**src/rtl/bridge_pkg.sv**
```systemverilog
// Shared opcodes, FSM state encoding and checksum constants for the UART burst bridge.
// BRIDGE_CHECKSUM_EN adds the CKSUM state used to send checksum/ack bytes.
package bridge_pkg;

  localparam logic [7:0] OP_WR   = 8'h02;
  localparam logic [7:0] OP_RD   = 8'h03;
  localparam logic [7:0] OP_BWR  = 8'h04;
  localparam logic [7:0] OP_BRD  = 8'h05;
  localparam logic [7:0] OP_HOLD = 8'h06;
  localparam logic [7:0] OP_RUN  = 8'h07;
  localparam logic [7:0] OP_FWR  = 8'h08;
  localparam logic [7:0] OP_FRD  = 8'h09;

  // XOR seed for the read checksum / write ack, and the cmd_err pulse level
  localparam logic [7:0] ACK_SEED   = 8'h00;
  localparam logic       ERR_ASSERT = 1'b1;

  typedef enum logic [3:0] {
    S_IDLE, S_ADDR, S_LEN, S_WDATA, S_BUS_WR, S_BUS_RD, S_TX, S_TX_WAIT
`ifdef BRIDGE_CHECKSUM_EN
    , S_CKSUM
`endif
  } bridge_state_t;

endpackage

```
**src/rtl/bridge_timeout.sv**
```systemverilog
// Inter-byte timeout: counts while enabled, clears on clr_i or when disabled,
// and raises tc_o for the cycle in which TIMEOUT_CYC enabled cycles have elapsed.
module bridge_timeout #(
  parameter int TIMEOUT_CYC = 2_000_000,
  parameter int CNT_W       = 24
) (
  input  logic clk,
  input  logic rst,
  input  logic clr_i,
  input  logic en_i,
  output logic tc_o
);

  logic [CNT_W-1:0] cnt_q, cnt_d;

  assign tc_o = en_i && !clr_i && (cnt_q == CNT_W'(TIMEOUT_CYC - 1));

  always_comb begin
    cnt_d = cnt_q + CNT_W'(1);
    if (clr_i || !en_i || tc_o) cnt_d = '0;
  end

  always_ff @(posedge clk or posedge rst) begin
    if (rst) cnt_q <= '0;
    else     cnt_q <= cnt_d;
  end

endmodule

```
**src/rtl/uart_burst_bridge.sv**
```systemverilog
// UART command parser driving the system bus: single/burst/fixed-address reads and writes,
// CPU hold control, inter-byte timeout. BRIDGE_CHECKSUM_EN appends a checksum/ack TX byte.
module uart_burst_bridge
  import bridge_pkg::*;
#(
  parameter int ADDR_W      = 16,
  parameter int TIMEOUT_CYC = 2_000_000,
  parameter int CNT_W       = 24
) (
  input  logic              clk,
  input  logic              rst,
  input  logic              rx_valid,
  input  logic [7:0]        rx_data,
  output logic              tx_start,
  output logic [7:0]        tx_data,
  input  logic              tx_active,
  input  logic              tx_done,
  output logic [ADDR_W-1:0] bus_addr,
  output logic [7:0]        bus_wdata,
  output logic              bus_we,
  output logic              bus_re,
  input  logic              bus_ready,
  input  logic [7:0]        bus_rdata,
  output logic              cpu_hold,
  output logic              cmd_err
);

  localparam int AB = (ADDR_W + 7) / 8;
  localparam int BW = (AB > 1) ? $clog2(AB) : 1;

`ifdef BRIDGE_CHECKSUM_EN
  localparam bridge_state_t S_DONE = S_CKSUM;
`else
  localparam bridge_state_t S_DONE = S_IDLE;
`endif

  bridge_state_t     state_q, state_d;
  logic [ADDR_W-1:0] addr_q, addr_d;
  logic [7:0]        wdata_q, wdata_d, txd_q, txd_d;
  logic [8:0]        rem_q, rem_d;
  logic [BW-1:0]     bcnt_q, bcnt_d;
  logic              wr_q, wr_d, burst_q, burst_d, fixed_q, fixed_d;
  logic              hold_q, hold_d, err_q, err_d, txs_q, txs_d;
  logic              to_tc;
`ifdef BRIDGE_CHECKSUM_EN
  logic [7:0]        cks_q, cks_d;
  logic              cksent_q, cksent_d;
`endif

  bridge_timeout #(.TIMEOUT_CYC(TIMEOUT_CYC), .CNT_W(CNT_W)) u_timeout (
    .clk  (clk),
    .rst  (rst),
    .clr_i(rx_valid),
    .en_i (state_q inside {S_ADDR, S_LEN, S_WDATA}),
    .tc_o (to_tc)
  );

  always_comb begin
    state_d = state_q;
    addr_d  = addr_q;
    wdata_d = wdata_q;
    txd_d   = txd_q;
    rem_d   = rem_q;
    bcnt_d  = bcnt_q;
    wr_d    = wr_q;
    burst_d = burst_q;
    fixed_d = fixed_q;
    hold_d  = hold_q;
    err_d   = 1'b0;
    txs_d   = 1'b0;
`ifdef BRIDGE_CHECKSUM_EN
    cks_d    = cks_q;
    cksent_d = cksent_q;
`endif
    case (state_q)
      S_IDLE: if (rx_valid) begin
        bcnt_d = '0;
        case (rx_data)
          OP_WR, OP_RD, OP_BWR, OP_BRD, OP_FWR, OP_FRD: begin
            state_d = S_ADDR;
            wr_d    = (rx_data == OP_WR) || (rx_data == OP_BWR) || (rx_data == OP_FWR);
            burst_d = (rx_data != OP_WR) && (rx_data != OP_RD);
            fixed_d = (rx_data == OP_FWR) || (rx_data == OP_FRD);
`ifdef BRIDGE_CHECKSUM_EN
            cks_d    = ACK_SEED;
            cksent_d = 1'b0;
`endif
          end
          OP_HOLD: hold_d = 1'b1;
          OP_RUN:  hold_d = 1'b0;
          default: err_d  = ERR_ASSERT;
        endcase
      end
      S_ADDR: if (to_tc) begin
        state_d = S_IDLE;
        err_d   = ERR_ASSERT;
      end else if (rx_valid) begin
        // Shift in MSB first; truncation drops unused high bits of the first byte
        addr_d = ADDR_W'({addr_q, rx_data});
        bcnt_d = bcnt_q + BW'(1);
        if (bcnt_q == BW'(AB - 1)) begin
          rem_d   = 9'd1;
          state_d = burst_q ? S_LEN : (wr_q ? S_WDATA : S_BUS_RD);
        end
      end
      S_LEN: if (to_tc) begin
        state_d = S_IDLE;
        err_d   = ERR_ASSERT;
      end else if (rx_valid) begin
        rem_d   = {1'b0, rx_data} + 9'd1;
        state_d = wr_q ? S_WDATA : S_BUS_RD;
      end
      S_WDATA: if (to_tc) begin
        state_d = S_IDLE;
        err_d   = ERR_ASSERT;
      end else if (rx_valid) begin
        wdata_d = rx_data;
        state_d = S_BUS_WR;
`ifdef BRIDGE_CHECKSUM_EN
        cks_d = cks_q ^ rx_data;
`endif
      end
      S_BUS_WR: if (bus_ready) begin
        if (!fixed_q) addr_d = addr_q + ADDR_W'(1);
        rem_d   = rem_q - 9'd1;
        state_d = (rem_q == 9'd1) ? S_DONE : S_WDATA;
      end
      S_BUS_RD: if (bus_ready) begin
        if (!fixed_q) addr_d = addr_q + ADDR_W'(1);
        rem_d = rem_q - 9'd1;
        txd_d = bus_rdata;
`ifdef BRIDGE_CHECKSUM_EN
        cks_d = cks_q ^ bus_rdata;
`endif
        txs_d   = !tx_active;
        state_d = tx_active ? S_TX : S_TX_WAIT;
      end
      S_TX: if (!tx_active) begin
        txs_d   = 1'b1;
        state_d = S_TX_WAIT;
      end
      S_TX_WAIT: if (tx_done) begin
        state_d = (rem_q == 9'd0) ? S_DONE : S_BUS_RD;
      end
`ifdef BRIDGE_CHECKSUM_EN
      S_CKSUM: if (!cksent_q) begin
        if (!tx_active) begin
          txs_d    = 1'b1;
          txd_d    = cks_q;
          cksent_d = 1'b1;
        end
      end else if (tx_done) begin
        state_d = S_IDLE;
      end
`endif
      default: state_d = S_IDLE;
    endcase
  end

  always_ff @(posedge clk or posedge rst) begin
    if (rst) begin
      state_q <= S_IDLE;
      addr_q  <= '0;
      wdata_q <= '0;
      txd_q   <= '0;
      rem_q   <= '0;
      bcnt_q  <= '0;
      wr_q    <= 1'b0;
      burst_q <= 1'b0;
      fixed_q <= 1'b0;
      hold_q  <= 1'b0;
      err_q   <= 1'b0;
      txs_q   <= 1'b0;
`ifdef BRIDGE_CHECKSUM_EN
      cks_q    <= '0;
      cksent_q <= 1'b0;
`endif
    end else begin
      state_q <= state_d;
      addr_q  <= addr_d;
      wdata_q <= wdata_d;
      txd_q   <= txd_d;
      rem_q   <= rem_d;
      bcnt_q  <= bcnt_d;
      wr_q    <= wr_d;
      burst_q <= burst_d;
      fixed_q <= fixed_d;
      hold_q  <= hold_d;
      err_q   <= err_d;
      txs_q   <= txs_d;
`ifdef BRIDGE_CHECKSUM_EN
      cks_q    <= cks_d;
      cksent_q <= cksent_d;
`endif
    end
  end

  assign bus_we    = (state_q == S_BUS_WR);
  assign bus_re    = (state_q == S_BUS_RD);
  assign bus_addr  = addr_q;
  assign bus_wdata = wdata_q;
  assign tx_start  = txs_q;
  assign tx_data   = txd_q;
  assign cpu_hold  = hold_q;
  assign cmd_err   = err_q;

endmodule

```
**config.mk**
```make
export PLATFORM = sky130hd
export DESIGN_NAME = uart_burst_bridge
export DESIGN_NICKNAME = d
export VERILOG_FILES = /design/src/rtl/bridge_pkg.sv /design/src/rtl/bridge_timeout.sv /design/src/rtl/uart_burst_bridge.sv
export SDC_FILE = /design/constraint.sdc
export NUM_CORES = 1
export LEC_CHECK = 0
export ABC_CLOCK_PERIOD_IN_PS = 7400
export BUFFER_PORTS_ARGS = -buffer_cell sky130_fd_sc_hd__buf_4
export CORE_AREA = 2 2 115 117
export CTS_CLUSTER_SIZE = 10
export DETAILED_ROUTE_END_ITERATION = 8
export DIE_AREA = 0 0 117 119
export SLEW_MARGIN = 20
export SYNTH_ARGS = -nofsm -noshare
export SYNTH_HDL_FRONTEND = slang
export SYNTH_SLANG_ARGS = --single-unit
```
**constraint.sdc**
```tcl
create_clock -name clk -period 7.4 [get_ports clk]
set_input_delay 1.48 -clock clk [delete_from_list [all_inputs] [get_ports clk]]
set_output_delay 1.48 -clock clk [all_outputs]
set_load 0.05 [all_outputs]
```
==> impl_metrics.json, run 1 <==
{
  "cts-resized-gates": 0,
  "path_cells": "nand2b_2, nor2_1, buf_4",
  "yosysSeqAreaShare_pct": 43.33,
  "die-area_sq_um": 13920,
  "ys_seq_elements": 75,
  "fp-row-count": 42,
  "ant_nets": 0,
  "drc_errors": 0,
  "slew_viol_final": 0,
  "dieHeight_um": 119,
  "synth-async-reset-ratio_pct": 100.0,
  "postCtsSetupBuffers": 0,
  "place_area_sq_um": 4902,
  "period_needed_ns": 3.485,
  "startpoint_type": "flop",
  "cp_max_fo": 30,
  "area_growth_pct": 20.16,
  "rr_endpoint": "tx_data[7]$_DFFE_PP0P_",
  "met3_length_um": 552,
  "start_util_pct": 33.64,
  "utilization_pct": 40.43,
  "r2r_start": "state_q[1]$_DFFE_PP0P_",
  "cpPeakStageDelay_ns": 0.69,
  "overflow": 0,
  "num_io_pins": 59,
  "cts_hold_buf": 0,
  "cp.required_ns": 5.92,
  "ys_warn_count": 0,
  "drt_pass1_iterations": 5,
  "postLayoutCellArea_sq_um": 5205,
  "synth_edf_count": 0,
  "vias_per_cell": 5.269,
  "crit_end": "bus_re",
  "core-area_sq_um": 12870,
  "synth.largest_area_cell": "dfrtp_1",
  "critPathCaptureType": "output port",
  "cpMaxStageDelayCell": "dfrtp_1",
  "fin_crit_sh_pct": 47.09,
  "ys_types": 67,
  "grt_max_degree": 76,
  "startpoint": "state_q[1]$_DFFE_PP0P_",
  "relSlewSlack_pct": 35.36,
  "leakage_nw": 2.167,
  "path_class": "reg -> out",
  "antenna_found_initial": 0,
  "drive_above_1_share_pct": 21.81,
  "cts_tree": "built",
  "cts.sinks": 75,
  "rrSetupSlack_ns": 5.06,
  "fmax_ghz": 0.2869,
  "root_buffer": "clkbuf_16",
  "routabilityCongestion": 0.8226,
  "dr.max_layer_used": "met4",
  "n_fill_cell": 1260,
  "drtIter0Drc": 348,
  "setup_viol": 0,
  "power.density_nw_per_um2": 426.0,
  "synth_most_common_cell": "dfrtp_1",
  "postSynthCellCount": 464,
  "diodes": 0,
  "dr_total_vias": 3657,
  "cts.clk_slew.worst_paths_ns": 0.06,
  "holdCritPathClass": "reg -> reg",
  "finalClockSkew_ns": 0.004723,
  "status": "finished, final reports clean",
  "grt_pass1_wl_um": 17970,
  "grt_use_total_pct": 16.26,
  "ir_drop_uv": 259.6,
  "clk_latency_ns": 0.33,
  "met1_length_um": 4814,
  "routed-wl-met2_um": 5168,
  "hold_violations": 0,
  "ys_top_cells_by_area": "dfrtp_1 (43%), nor2_1 (5.0%), a21oi_1 (3.8%)",
  "post_drt_wl_per_cell_um": 15.45,
  "portBuffers": 58,
  "avgSynthCellArea_sq_um": 9.335,
  "netlist_area_sq_um": 4332,
  "cts_made_buffers": 9,
  "htree_num_levels": 3,
  "cts_max_path_buffers": 2,
  "place.detailed.hpwl_um": 7486,
  "tns_ns": 0,
  "reg2regPathDepth": 4,
  "worstPathArrival_ns": 2.01,
  "synth_top_area_share_pct": 43.33,
  "synth-main-ff-cell": "dfrtp_1",
  "grt_pass1_vias": 3600,
  "die_w_um": 117,
  "num-nets-final": 543,
  "synthTopCellsByCount": "dfrtp_1 (75), nor2_1 (58), a21oi_1 (33), o21ai_0 (33), nand2_1 (29)",
  "rsz0062_at_grt": "no",
  "tightest_slew_ns": 0.9697,
  "wl_um": 10720,
  "timing.max_cap.violations": 0,
  "synth_fp_nets": 494
}
worst min-delay path by stage:
| stage | startpoint | end | cells past startpoint |
|---|---|---|---|
| after floorplan | fixed_q$_DFFE_PP0P_ | fixed_q$_DFFE_PP0P_ | 1 |
| after global placement | rem_q[7]$_DFFE_PP0P_ | rem_q[7]$_DFFE_PP0P_ | 2 |
| after detailed placement | bus_wdata[0]$_DFFE_PP0P_ | bus_wdata[0]$_DFFE_PP0P_ | 2 |
| after CTS | bus_wdata[0]$_DFFE_PP0P_ | bus_wdata[0]$_DFFE_PP0P_ | 2 |
| after global routing | fixed_q$_DFFE_PP0P_ | fixed_q$_DFFE_PP0P_ | 1 |
| final | bus_wdata[0]$_DFFE_PP0P_ | bus_wdata[0]$_DFFE_PP0P_ | 2 |
cell type report:
class / instances / area [sq um] / area share [%]
multi-input combinational: 348 / 2282 / 43.85
tap: 176 / 220.2 / 4.231
sequential: 75 / 1877 / 36.06
clock inverter: 6 / 71.32 / 1.370
clock buffer: 10 / 229.0 / 4.399
timing repair buffer: 61 / 457.9 / 8.798
inverter: 18 / 67.56 / 1.298
stage by stage:
step / power, mW / hold WS (ns) / std cells / setup slack [ns]
3_5_place_dp: 1.780 / 0.4868 / 678 / 3.956
4_1_cts: 2.231 / 0.5048 / 694 / 3.587
3_3_place_gp: 1.762 / 0.4919 / 678 / 4.060
2_1_floorplan: 1.471 / 0.4573 / 464 / 4.010
5_1_grt: 2.362 / 0.5162 / 694 / 3.759
6_report: 2.217 / 0.5002 / 694 / 3.915
sequential cells by signal, summed over array words and instances (netlist names):
signal / count
burst_q: 1
bus_wdata: 8
wr_q: 1
cmd_err: 1
bus_addr: 16
bcnt_q: 1
u_timeout.cnt_q: 24
state_q: 3
tx_data: 8
fixed_q: 1
cpu_hold: 1
rem_q: 9
tx_start: 1
layout by cell type, fill, tap and decap left out, types with 4 or more instances in the layout:
cell type	count
a21oi_1	33
a22oi_1	6
a31oi_1	9
and3_1	5
and4_1	5
buf_4	61
clkbuf_16	9
dfrtp_1	75
ha_1	8
inv_1	17
mux2_2	14
nand2_1	29
nand3_1	17
nand4_1	8
nor2_1	58
nor2b_1	7
nor3_1	15
nor4_1	8
o21ai_0	33
o22ai_1	4
xnor2_1	17
xor2_1	9
metal layers:
metal / up-vias / track usage, %
met5: - / 0
met4: 0 / 4.191
met3: 17 / 3.766
met2: 90 / 26.01
met1: 1778 / 22.14
li1: 1772 / -
worst max-delay path: cells and delay by family, from the launching register on:
family | cells | cell delay, ns
buffers and inverters | 1 | 0.22
flip-flops | 1 | 0.69
AND/OR/NAND/NOR | 2 | 0.75
power breakdown:
group          leakage [nW]  switching [mW]  total, mW  internal (mW)
combinational          1.07           0.719       1.09          0.374
clock                 0.140           0.179      0.443          0.264
sequential            0.954           0.147      0.681          0.534
cell families after synthesis:
family / Yosys count / synth area share (%)
buf+inv: 41 / 4.188
mux: 19 / 5.026
simple gates: 179 / 22.01
fa+ha+maj: 8 / 2.311
compound gates: 116 / 17.88
xor+xnor: 26 / 5.257
flops: 75 / 43.33
Note: power is estimated with default switching activity, not from simulation.
==> inputs of run 2 (changes only) <==
- ABC_AREA: not set -> 1
- ABC_CLOCK_PERIOD_IN_PS: 7400 -> 3300
- CORE_AREA: 2 2 115 117 -> 2 2 119 121
- DIE_AREA: 0 0 117 119 -> 0 0 121 123
- clock period: 7.4 -> 3.3 ns (I/O delays scaled with it)
==> impl_metrics.json, run 2 <==
{
  "path_cells": "inv_2, nand2_1, nand2_1, inv_2, nor3_4, inv_2, a21oi_1, o21ai_0, o21ai_0",
  "status": "finished, final reports clean",
  "p_int_mw": 2.583,
  "diodes": 0,
  "switchingPower_mw": 2.436,
  "place_area_sq_um": 5238,
  "drc_errors": 0,
  "synth_most_common_cell": "nand2_1",
  "synth_top_area_share_pct": 40.53,
  "clock_power_share_pct": 19.7,
  "antenna_found_initial": 0,
  "dr_total_vias": 4348,
  "swShare_pct": 48.53,
  "synth-async-reset-ratio_pct": 100.0,
  "ant_nets": 0,
  "leakage_nw": 2.652,
  "synth_fp_nets": 663,
  "vias_per_cell": 4.969,
  "startpoint_type": "flop",
  "fin_crit_sh_pct": 70.12,
  "tns_ns": 0,
  "wl_um": 11900,
  "synth-simple-area-share_pct": 31.45,
  "path_class": "reg -> reg",
  "cts_made_buffers": 9,
  "ys_types": 42,
  "cp_max_fo": 22,
  "synth-xor-area-share_pct": 1.891,
  "power.density_nw_per_um2": 907.6,
  "num_io_pins": 59,
  "slew_viol_final": 0,
  "avgSynthCellArea_sq_um": 7.315,
  "rsz0062_at_grt": "no",
  "final_cell_mix": "nand2_1 (136), inv_1 (84), dfrtp_1 (75)",
  "pwr-share-seq_pct": 29.5,
  "drt_pass1_iterations": 5,
  "die_w_um": 121,
  "finalClockSkew_ns": 0.007289,
  "ir_drop_uv": 459.9,
  "power_frac_comb_pct": 50.9,
  "synth_edf_count": 0,
  "relSlewSlack_pct": 49.96,
  "tightest_slew_ns": 0.7482,
  "grt_pass1_wl_um": 20200,
  "ys_warn_count": 0,
  "dp_slack_ns": 0.9819,
  "post_drt_wl_per_cell_um": 13.60,
  "routabilityCongestion": 0.9280,
  "start_util_pct": 34.02,
  "critPathCaptureType": "flop",
  "synth.mux.area_fraction_pct": 1.945,
  "fp-row-count": 43,
  "setup_viol": 0,
  "postLayoutCellArea_sq_um": 5530,
  "area_growth_pct": 19.43,
  "yosysSeqAreaShare_pct": 40.53,
  "final_common_cell": "nand2_1",
  "hold_violations": 0,
  "htree_num_levels": 3,
  "cts-resized-gates": 0,
  "overflow": 0,
  "synth_top_family_by_area": "simple AND/OR/NAND/NOR gates",
  "largest_reg_flops": 24,
  "cts_max_path_buffers": 2,
  "drive_above_1_share_pct": 16.69,
  "cpMaxStageDelayCell": "nor3_4",
  "grt_use_total_pct": 17.11,
  "finalWorstSetupSlack_ns": 0.9861,
  "num-nets-final": 721,
  "portBuffers": 58,
  "fmax_ghz": 0.4322,
  "cts.clk_slew.worst_paths_ns": 0.06,
  "top_register": "u_timeout.cnt_q",
  "postCtsSetupBuffers": 0,
  "synthTopCellsByCount": "nand2_1 (136), inv_1 (85), dfrtp_1 (75)",
  "netlist_area_sq_um": 4631,
  "cp_top_family": "simple AND/OR/NAND/NOR gates",
  "timing.max_cap.violations": 0,
  "ys_top_cells_by_area": "dfrtp_1 (41%), nand2_1 (11%), inv_1 (6.9%)",
  "grt_pass1_vias": 4164,
  "core-area_sq_um": 13610,
  "period_needed_ns": 2.314,
  "synth.largest_area_cell": "dfrtp_1",
  "place.detailed.hpwl_um": 9114,
  "drtIter0Drc": 228,
  "synth-adder-area-share_pct": 2.162,
  "crit_top_cell": "inv_2",
  "synth_compound_gate_area_share_pct": 12.73,
  "worstPathArrival_ns": 2.58,
  "holdCritPathClass": "in -> async",
  "root_buffer": "clkbuf_16",
  "clk_latency_ns": 0.34,
  "cts_tree": "built",
  "dieHeight_um": 123,
  "synth-main-ff-cell": "dfrtp_1",
  "cp.required_ns": 3.56,
  "grt_max_degree": 46,
  "cts_hold_buf": 0,
  "worst-path-buf-inv": 3,
  "postSynthCellCount": 633,
  "die-area_sq_um": 14880,
  "ys_seq_elements": 75,
  "cts.sinks": 75,
  "cpPeakStageDelay_ns": 0.62
}
-- run 2: layout make-up --
class | count | area [sq um]
clock inverters | 5 | 53.80
clock buffers | 10 | 239.0
fillers | 1427 | 8082
well taps | 180 | 225.2
multi-input cells | 453 | 2323
inverters | 91 | 341.6
flip-flops and latches | 75 | 1877
repair buffers | 61 | 470.5
-- run 2: worst paths after layout --
path	startpoint	endpoint	slack, ns	depth (start not counted)
hold reg to reg	fixed_q$_DFFE_PP0P_	fixed_q$_DFFE_PP0P_	0.49	2
setup / recovery	state_q[1]$_DFFE_PP0P_	bus_addr[11]$_DFFE_PP0P_	0.99	9
setup reg to reg	state_q[1]$_DFFE_PP0P_	bus_addr[11]$_DFFE_PP0P_	0.99	9
max in group asynchronous	rst	state_q[2]$_DFFE_PP0P_	2.18	3
hold / removal	rst	bus_wdata[5]$_DFFE_PP0P_	0.43	2
min in group clk	tx_active	tx_start$_DFF_PP0_	0.48	2
-- run 2: stage by stage --
step,power (mW),utilization (%),std cells,hold WS [ns]
after floorplan,3.387,-,633,0.4422
after global placement,4.040,38.48,860,0.4682
after detailed placement,4.063,38.48,860,0.4644
after CTS,5.068,40.63,875,0.4518
after global routing,5.415,40.63,875,0.4718
final,5.019,40.63,875,0.4317
-- run 2: cells by family (layout without fill, tap and decap cells) --
| group | count (synthesis) | count (layout) |
|---|---|---|
| xor+xnor | 10 | 10 |
| flops | 75 | 75 |
| buf+inv | 105 | 167 |
| fa+ha+maj | 8 | 8 |
| compound gates | 106 | 106 |
| simple gates | 321 | 321 |
| mux | 8 | 8 |
-- run 2: layer usage --
metal  vias to the layer above  track usage (%)  wire length, um
li1                       2180                -                -
met1                      2049            22.24             5533
met2                       104            28.48             5645
met3                        15            3.598              521
met4                         0            5.596              199
met5                         -                0                0
-- run 2: power by group through the flow --
stage               Sequential, mW  Combinational (mW)  Clock, mW
global route                  1.53                2.84       1.05
finish                        1.48                2.55      0.987
detailed placement            1.49                2.57          0
floorplan                     2.10                1.29          0
CTS                           1.48                2.58       1.01
global placement              1.49                2.55          0
==> inputs of run 3 (changes only) <==
- ABC_AREA: 1 -> 0
- ABC_CLOCK_PERIOD_IN_PS: 3300 -> 2400
- CORE_AREA: 2 2 119 121 -> 2 2 115 117
- DIE_AREA: 0 0 121 123 -> 0 0 117 119
- clock period: 3.3 -> 2.4 ns (I/O delays scaled with it)
==> impl_metrics.json, run 3 (synthesis gave the netlist of run 1 again) <==
{
  "timing.max_cap.violations": 0,
  "root_buffer": "clkbuf_16",
  "finalClockSkew_ns": 0.01324,
  "post_drt_wl_per_cell_um": 15.33,
  "busiest_layer": "met2",
  "drc_errors": 0,
  "tightest_slew_ns": 0.6727,
  "fin_crit_sh_pct": 89.61,
  "dr_total_vias": 3663,
  "dieHeight_um": 119,
  "n_fill_cell": 1293,
  "leakage_nw": 2.228,
  "grtUsageMet2_pct": 26.26,
  "ir_drop_uv": 704.9,
  "final_cell_mix": "dfrtp_1 (75), buf_4 (70), nor2_1 (58)",
  "multi_input_area_sq_um": 2276,
  "diodes": 0,
  "met3_usage_pct": 4.224,
  "critPathCaptureType": "flop",
  "layout.area.seq_sq_um": 1877,
  "hold_violations": 0,
  "cts_made_buffers": 9,
  "portBuffers": 58,
  "grt_pass1_vias": 3608,
  "routabilityCongestion": 0.8518,
  "wl_um": 10790,
  "postLayoutCellArea_sq_um": 5290,
  "setup_viol": 0,
  "vias_per_cell": 5.203,
  "status": "finished, final reports clean",
  "power.density_nw_per_um2": 1303,
  "startpoint": "rem_q[0]$_DFFE_PP0P_",
  "final_common_cell": "dfrtp_1",
  "area_growth_pct": 22.13,
  "relSlewSlack_pct": 55.12,
  "ant_nets": 0,
  "postCtsSetupBuffers": 0,
  "fp-row-count": 42,
  "htree_num_levels": 3,
  "grt_use_total_pct": 16.74,
  "cts_max_path_buffers": 2,
  "worstPathArrival_ns": 2.39,
  "path_class": "reg -> reg",
  "rsz0062_at_grt": "no",
  "place.detailed.hpwl_um": 7796,
  "drtIter0Drc": 344,
  "num_io_pins": 59,
  "drive_above_1_share_pct": 22.92,
  "fmax_ghz": 0.4650,
  "grt_max_degree": 46,
  "cts.sinks": 75,
  "place_area_sq_um": 4986,
  "antenna_found_initial": 0,
  "cp_max_fo": 6,
  "cts_hold_buf": 0,
  "gr-usage-met1_pct": 22.42,
  "core-area_sq_um": 12870,
  "die_w_um": 117,
  "cts-resized-gates": 0,
  "cp.required_ns": 2.64,
  "start_util_pct": 33.64,
  "period_needed_ns": 2.151,
  "grt_pass1_wl_um": 18240,
  "clk_latency_ns": 0.35,
  "startpoint_type": "flop",
  "holdCritPathClass": "in -> async",
  "r2r_start": "rem_q[0]$_DFFE_PP0P_",
  "cts_tree": "built",
  "drt_pass1_iterations": 4,
  "overflow": 0,
  "top_register": "u_timeout.cnt_q",
  "largest_reg_flops": 24,
  "tns_ns": 0,
  "die-area_sq_um": 13920,
  "slew_viol_final": 0,
  "power_mw": 6.893,
  "num-nets-final": 553,
  "cts.clk_slew.worst_paths_ns": 0.07
}
## run 3: cell count changes in the layout (fill, tap and decap cells not counted), moves of 6 or more
cell     before  now
mux2_2        8   14
inv_1        84   17
xnor2_1       1   17
o21ai_0      51   33
o21ai_1       6    0
nor2b_1       0    7
inv_2         7    1
buf_4        60   70
nand3_1      49   17
a31oi_1       1    9
nor2_1       73   58
nand2_1     136   29
## run 3: per-layer routing
layer / wire length, um / up-vias
li1: - / 1797
met5: 0 / -
met3: 493 / 8
met1: 4937 / 1788
met4: 104 / 0
met2: 5257 / 70
## run 3: area by class of cell
| type | count | area share [%] |
|---|---|---|
| multi-input combinational | 348 | 43.02 |
| sequential | 75 | 35.48 |
| timing repair buffer | 71 | 10.31 |
| clock buffer | 11 | 4.588 |
| tap | 176 | 4.163 |
| inverter | 18 | 1.277 |
| clock inverter | 5 | 1.159 |
## run 3: path summary, 6_finish.rpt
path	to	slack, ns	depth (start not counted)
setup / recovery	state_q[2]$_DFFE_PP0P_	0.25	7
hold / removal	bus_wdata[2]$_DFFE_PP0P_	0.14	2
setup reg to reg	state_q[2]$_DFFE_PP0P_	0.25	7
hold reg to reg	bus_wdata[4]$_DFFE_PP0P_	0.51	1
max in group asynchronous	tx_start$_DFF_PP0_	1.67	3
min in group clk	tx_start$_DFF_PP0_	0.30	2
## run 3: critical path: stages, from the launching register on
cell and delay [ns]:
dfrtp_1 0.43, inv_1 0.08, ha_1 0.23, or4b_1 0.52
nor3b_2 0.34, nand4_1 0.15, a31oi_1 0.20, o41ai_2 0.09
## run 3: metrics by stage
stage	util (%)	hold slack (ns)	cells	setup slack, ns
after global placement	38.73	0.4912	688	0.1428
after floorplan	-	0.4573	464	0.01002
after detailed placement	38.73	0.4937	688	0.1124
after global routing	41.09	0.1776	704	0.08188
final	41.09	0.1441	704	0.2493
after CTS	41.09	0.1446	704	0.2632
## run 3: power breakdown
group          leakage [nW]  switching (mW)  internal [mW]
registers             0.954           0.395           1.65
logic                  1.12            2.26           1.20
clock network         0.150           0.552          0.839
total                  2.23            3.20           3.69
